===== src/rtl/fpu_divide_iterative_pkg.sv =====
// Shared types and helpers for the iterative FPU mantissa divider.
package fpu_divide_iterative_pkg;

   localparam int FPU_MANT_WIDTH = 24;
   localparam int FPU_EXTRA_BITS = 27;
   localparam int FPU_QUOT_WIDTH = FPU_MANT_WIDTH + FPU_EXTRA_BITS;

   typedef enum logic [1:0] {
      FPU_DIVIDE_IDLE,
      FPU_DIVIDE_BUSY,
      FPU_DIVIDE_DONE
   } fpu_divide_state_t;

   typedef struct packed {
      logic [FPU_QUOT_WIDTH-1:0] quotient;
      logic                      sticky;
      logic                      div_zero;
   } fpu_divide_result_t;

   // Register width able to hold 0..n-1, never narrower than one bit.
   function automatic int fpu_width(input int n);
      return (n > 1) ? $clog2(n) : 1;
   endfunction

endpackage


===== src/rtl/fpu_divide_step.sv =====
// Combinational slice of BITS_PER_CYCLE chained restoring divide steps.
module fpu_divide_step
   import fpu_divide_iterative_pkg::*;
#(
   parameter int MANT_WIDTH = 24,
   parameter int QUOT_WIDTH = 51,
   parameter int BPC        = 1,
   parameter int IDX_W      = 6,
   parameter int REM_W      = QUOT_WIDTH + MANT_WIDTH
)(
   input  logic [REM_W-1:0]      i_rem,
   input  logic [MANT_WIDTH-1:0] i_b,
   input  logic [IDX_W-1:0]      i_bit_idx,
   output logic [REM_W-1:0]      o_rem,
   output logic [BPC-1:0]        o_q
);

   logic [REM_W-1:0] w_rem [0:BPC];

   assign w_rem[0] = i_rem;

   // Stage g resolves quotient bit i_bit_idx + BPC-1-g, MSB first.
   for (genvar g = 0; g < BPC; g++) begin : g_stage
      logic [REM_W-1:0] w_x;
      logic             w_fit;
      assign w_x = REM_W'(i_b) << (32'(i_bit_idx) + 32'(BPC - 1 - g));
      assign w_fit = (w_x <= w_rem[g]);
      assign w_rem[g+1] = w_fit ? (w_rem[g] - w_x) : w_rem[g];
      assign o_q[BPC-1-g] = w_fit;
   end

   assign o_rem = w_rem[BPC];

endmodule


===== src/rtl/fpu_divide_iterative.sv =====
// Sequential restoring mantissa divider: floor((a << EXTRA_BITS) / b)
// with valid/ready handshake, sticky, divide-by-zero and tag passthrough.
module fpu_divide_iterative
   import fpu_divide_iterative_pkg::*;
#(
   parameter  int MANT_WIDTH     = 24,
   parameter  int EXTRA_BITS     = 27,
   parameter  int BITS_PER_CYCLE = 1,
   parameter  int TAG_WIDTH      = 8,
   localparam int QUOT_WIDTH     = MANT_WIDTH + EXTRA_BITS
)(
   input  logic                  clk,
   input  logic                  rst,
   input  logic                  in_valid,
   output logic                  in_ready,
   input  logic [MANT_WIDTH-1:0] in_a,
   input  logic [MANT_WIDTH-1:0] in_b,
   input  logic [TAG_WIDTH-1:0]  in_tag,
   output logic                  out_valid,
   input  logic                  out_ready,
   output logic [QUOT_WIDTH-1:0] out_quotient,
   output logic                  out_sticky,
   output logic                  out_div_zero,
   output logic [TAG_WIDTH-1:0]  out_tag
);

   localparam int ITER  = QUOT_WIDTH / BITS_PER_CYCLE;
   localparam int CNT_W = fpu_width(ITER);
   localparam int IDX_W = fpu_width(QUOT_WIDTH);
   localparam int REM_W = QUOT_WIDTH + MANT_WIDTH;

   if (QUOT_WIDTH % BITS_PER_CYCLE != 0) begin : g_bad_bpc
      $error("QUOT_WIDTH must be a multiple of BITS_PER_CYCLE");
   end

   fpu_divide_state_t r_state;
   fpu_divide_state_t w_next;

   logic [CNT_W-1:0]          r_cnt;
   logic [REM_W-1:0]          r_rem;
   logic [MANT_WIDTH-1:0]     r_b;
   logic [QUOT_WIDTH-1:0]     r_q;
   logic [TAG_WIDTH-1:0]      r_tag;
   logic [QUOT_WIDTH-1:0]     r_out_q;
   logic                      r_out_sticky;
   logic                      r_out_dz;
   logic [TAG_WIDTH-1:0]      r_out_tag;

   logic                      w_accept;
   logic                      w_b_zero;
   logic                      w_last;
   logic [IDX_W-1:0]          w_bit_idx;
   logic [REM_W-1:0]          w_rem_next;
   logic [BITS_PER_CYCLE-1:0] w_q_slice;
   logic [QUOT_WIDTH-1:0]     w_q_next;

   assign w_accept  = in_valid && (r_state == FPU_DIVIDE_IDLE);
   assign w_b_zero  = (in_b == '0);
   assign w_last    = (r_cnt == '0);
   assign w_bit_idx = IDX_W'(32'(r_cnt) * BITS_PER_CYCLE);

   fpu_divide_step #(
      .MANT_WIDTH (MANT_WIDTH),
      .QUOT_WIDTH (QUOT_WIDTH),
      .BPC        (BITS_PER_CYCLE),
      .IDX_W      (IDX_W),
      .REM_W      (REM_W)
   ) u_step (
      .i_rem     (r_rem),
      .i_b       (r_b),
      .i_bit_idx (w_bit_idx),
      .o_rem     (w_rem_next),
      .o_q       (w_q_slice)
   );

   // Quotient bits arrive MSB first, so shift them in from the bottom.
   if (BITS_PER_CYCLE == QUOT_WIDTH) begin : g_q_full
      assign w_q_next = w_q_slice;
   end else begin : g_q_shift
      assign w_q_next = {r_q[QUOT_WIDTH-BITS_PER_CYCLE-1:0], w_q_slice};
   end

   always_comb begin
      w_next = r_state;
      unique case (r_state)
         FPU_DIVIDE_IDLE:
            if (w_accept)
               w_next = w_b_zero ? FPU_DIVIDE_DONE : FPU_DIVIDE_BUSY;
         FPU_DIVIDE_BUSY:
            if (w_last) w_next = FPU_DIVIDE_DONE;
         FPU_DIVIDE_DONE:
            if (out_ready) w_next = FPU_DIVIDE_IDLE;
         default:
            w_next = FPU_DIVIDE_IDLE;
      endcase
   end

   always_ff @(posedge clk) begin
      if (rst) r_state <= FPU_DIVIDE_IDLE;
      else     r_state <= w_next;
   end

   always_ff @(posedge clk) begin
      if (rst) begin
         r_cnt        <= '0;
         r_rem        <= '0;
         r_b          <= '0;
         r_q          <= '0;
         r_tag        <= '0;
         r_out_q      <= '0;
         r_out_sticky <= 1'b0;
         r_out_dz     <= 1'b0;
         r_out_tag    <= '0;
      end else if (w_accept) begin
         r_rem <= REM_W'({in_a, {EXTRA_BITS{1'b0}}});
         r_b   <= in_b;
         r_tag <= in_tag;
         r_q   <= '0;
         r_cnt <= CNT_W'(ITER - 1);
         if (w_b_zero) begin
            r_out_q      <= '1;
            r_out_sticky <= 1'b0;
            r_out_dz     <= 1'b1;
            r_out_tag    <= in_tag;
         end
      end else if (r_state == FPU_DIVIDE_BUSY) begin
         r_rem <= w_rem_next;
         r_q   <= w_q_next;
         r_cnt <= r_cnt - CNT_W'(1);
         if (w_last) begin
            r_out_q      <= w_q_next;
            r_out_sticky <= (w_rem_next != '0);
            r_out_dz     <= 1'b0;
            r_out_tag    <= r_tag;
         end
      end
   end

   assign in_ready     = (r_state == FPU_DIVIDE_IDLE);
   assign out_valid    = (r_state == FPU_DIVIDE_DONE);
   assign out_quotient = r_out_q;
   assign out_sticky   = r_out_sticky;
   assign out_div_zero = r_out_dz;
   assign out_tag      = r_out_tag;

endmodule


===== config.mk =====
export PLATFORM = sky130hd
export DESIGN_NAME = fpu_divide_iterative
export DESIGN_NICKNAME = d
export VERILOG_FILES = /design/src/rtl/fpu_divide_iterative_pkg.sv /design/src/rtl/fpu_divide_step.sv /design/src/rtl/fpu_divide_iterative.sv
export SDC_FILE = /design/constraint.sdc
export NUM_CORES = 1
export LEC_CHECK = 0
export BUFFER_PORTS_ARGS = -buffer_cell sky130_fd_sc_hd__buf_2
export CAP_MARGIN = 10
export CORE_MARGIN = 8
export CORE_UTILIZATION = 45
export CTS_CLUSTER_DIAMETER = 100
export DETAILED_ROUTE_END_ITERATION = 8
export PLACE_DENSITY = 0.61
export RECOVER_POWER = 100
export SLEW_MARGIN = 20
export SYNTH_ARGS = -nofsm -noshare
export SYNTH_HDL_FRONTEND = slang
export SYNTH_SLANG_ARGS = --single-unit

===== constraint.sdc =====
create_clock -name clk -period 18.1 [get_ports clk]
set_input_delay 1.81 -clock clk [delete_from_list [all_inputs] [get_ports clk]]
set_output_delay 1.81 -clock clk [all_outputs]
set_load 0.02 [all_outputs]

==> summary.txt <==
Mean Syn Cell Area = 7.20 sq um
GRT Util Overall = 29.8%
CTS tree = yes
Wire per inst = 23.9 um
Full die area = 0.0407 sq mm
Top cells by area, synth = dfxtp_1 (29%), nand2_1 (11%), a21oi_1 (8.5%)
Synth top area share = 29.2%
Data arrival, critical path = 9.69 ns
Cts bufs inserted = 26
Final setup TNS = 0 ns
I/O Buffers = 122
Post-Synth Adder-Cell Area = 6.34%
Die X = 202 um
CP max stage cell = clkbuf_1
M2 GR Usage = 46.4%
Worst Path Buf+Inv = 2
WL final = 63100 um
First-pass GRT wire length = 96000 um
Fraction of registers with async set/reset = 0%
Pin count of the biggest net entering global routing = 83
Gpl congestion = 1.07
Global Route met3 Usage = 6.69%
Max Fanout on Critical Path = 45
Nets = 2303
Min cycle time layout = 9.40 ns
Cells after synthesis = 2153
Final hold vios = 0
Hold-fix buffers, CTS = 0
Post-Syn Area = 0.0155 sq mm
DRC = 0
Largest area contributor in the netlist = dfxtp_1
Congestion Overflow GR = 0
Root Driver = clkbuf_16
Worst reg2reg setup slack = 8.70 ns
Sink Count = 226
Layout Area Growth over Synthesis = 9.93%
FILL cells = 3532
Worst hold path class = flip-flop to flip-flop
Initial DRT Pass Iterations = 7
GR Util met1 = 38.7%
Sequential fraction of the synthesis area = 29.2%
Post-synth cell types = 81
Final setup fails = 0
Detail Route Antenna Nets = 0
Cell family with most CP delay = compound AO/OA/AOI/OAI gates
Xor/xnor share of the synthesized area = 3.84%
Max-cap violations = 9
DP HPWL = 48700 um
Most used DFF post-synth = dfxtp_1
Final Slew Violations = 400
Mux share of post-synthesis cell area = 5.30%
H-tree levels = 1
Max-slew headroom = -165%
Post-CTS Setup Inserts = 0
Post-CTS Resized = 0
Post-Syn Nets = 2291
Most common cell in the netlist = nand2_1
Core box area = 0.0342 sq mm
Crit-path cells = inv_1, a211oi_1, a21oi_1, a32o_1, o21ai_0, nor2_1, a22oi_1, ha_1, a21oi_1, o21a_1, o21ai_0, a21oi_1, o221ai_1, a221o_1, o21ai_0, clkbuf_1, nor2_1, a221oi_1, nor2_1
Starting Density = 45.3%
Worst-Margin Slew = 3.98 ns
Vias after detailed routing = 16400
Status = complete, but fails checks
Busiest grt layer = met2
Std-Cell Rows = 68
Yosys Warn Count = 0
Multi-input logic area = 0.0104 sq mm
Vias/cell = 6.22
Crit path kind = flip-flop to flip-flop
CP endpoint kind = flip-flop
Synth top cells by count = nand2_1 (471), a21oi_1 (263), dfxtp_1 (226)
Maximum root-to-sink buffer count = 3
Failing checks = capacitance limit, slew limit
Final Cycle Share = 51.9%
Sequential cell area = 0.00452 sq mm
Simple-gate share of the synthesized area = 26.7%
Largest family of logic cells by synthesized area = simple AND/OR/NAND/NOR gates
Worst hold slack = 0.461 ns
#FFs+latches synth = 226
Post-synth EDFFs = 0
F_max = 106 MHz
Die Y = 202 um
Compound-Gate Fraction of Synth Area = 24.3%
Vias in the first global route = 15700
Share of cells above drive strength 1 = 7.97%
Worst-skew pair later-pin latency = 0.58 ns
Antenna violations before repair = 10
RSZ-0062 raised after global routing = false
Worst-path clk slew = 0.07 ns
Largest stage delay, worst path = 1.78 ns
I/O pins = 123
CP startpoint kind = flip-flop
Req. time, crit path = 18.38 ns
Initial drt markers = 1546
Layout Skew = 0.0285 ns
==> cells in the final DEF (no fill, tap or decap), types with 49 or more instances in the layout <==
master and instances:
dfxtp_1 226, nand2_1 471, clkbuf_1 74, a31oi_1 49, buf_2 57, a21oi_1 263
nor2_1 196, nor3_1 65, ha_1 77, o21ai_0 90
==> final cells by class <==
| cell class | instances | area share, % |
|---|---|---|
| diodes | 3 | 0.0440 |
| clock buffers | 36 | 4.39 |
| clock inverters | 9 | 0.756 |
| inverters | 18 | 0.396 |
| multi-input cells | 1752 | 60.7 |
| flip-flops and latches | 226 | 26.5 |
| well taps | 455 | 3.34 |
| repair buffers | 141 | 3.83 |
==> final timing paths <==
check                               from         to  depth (start not counted)
worst min-delay path             r_q[49]    r_q[49]                          2
worst min register to register   r_q[49]    r_q[49]                          2
worst max register to register  r_cnt[1]  r_rem[39]                         19
worst max-delay path            r_cnt[1]  r_rem[39]                         19
==> tightest hold or removal path, delay by kind of cell, from the launching register on <==
kind               cells  cell delay (ns)
DFF                    1             0.31
and+or+nand+nor        1             0.05
AOI/OAI and AO/OA      1             0.05
==> cells by family after synthesis <==
| group | after synthesis |
|---|---|
| buffers and inverters | 175 |
| AOI/OAI and AO/OA | 606 |
| muxes | 65 |
| DFF | 226 |
| xor gates and xnor gates | 68 |
| adders and majority gates | 78 |
| and+or+nand+nor | 935 |
==> stage by stage <==
| step | setup slack (ns) | cells | area [sq um] | util (%) |
|---|---|---|---|---|
| floorplan | 12.24 | 2153 | 15500 | - |
| global placement | 10.52 | 2592 | 16300 | 47.6 |
| detailed placement | 10.47 | 2592 | 16300 | 47.6 |
| CTS | 10.45 | 2637 | 17200 | 50.2 |
| global route | 8.17 | 2638 | 17000 | 49.8 |
| finish | 8.70 | 2640 | 17100 | 49.9 |
==> per-layer routing <==
metal,part of all wire (%),up-vias
li1,-,7755
met1,43,7788
met2,44,706
met3,7.6,160
met4,5.4,14
met5,0.13,-
==> flip-flops by register name, summed over array words and instances (netlist names) <==
register and cells:
out_div_zero 1, out_quotient 51, out_sticky 1, out_tag 8, r_b 24, r_cnt 6, r_q 50, r_rem 75
r_state 2, r_tag 8
Power is not shown: default switching activity piles up to over one toggle a cycle in this logic, so the estimate is an artifact.
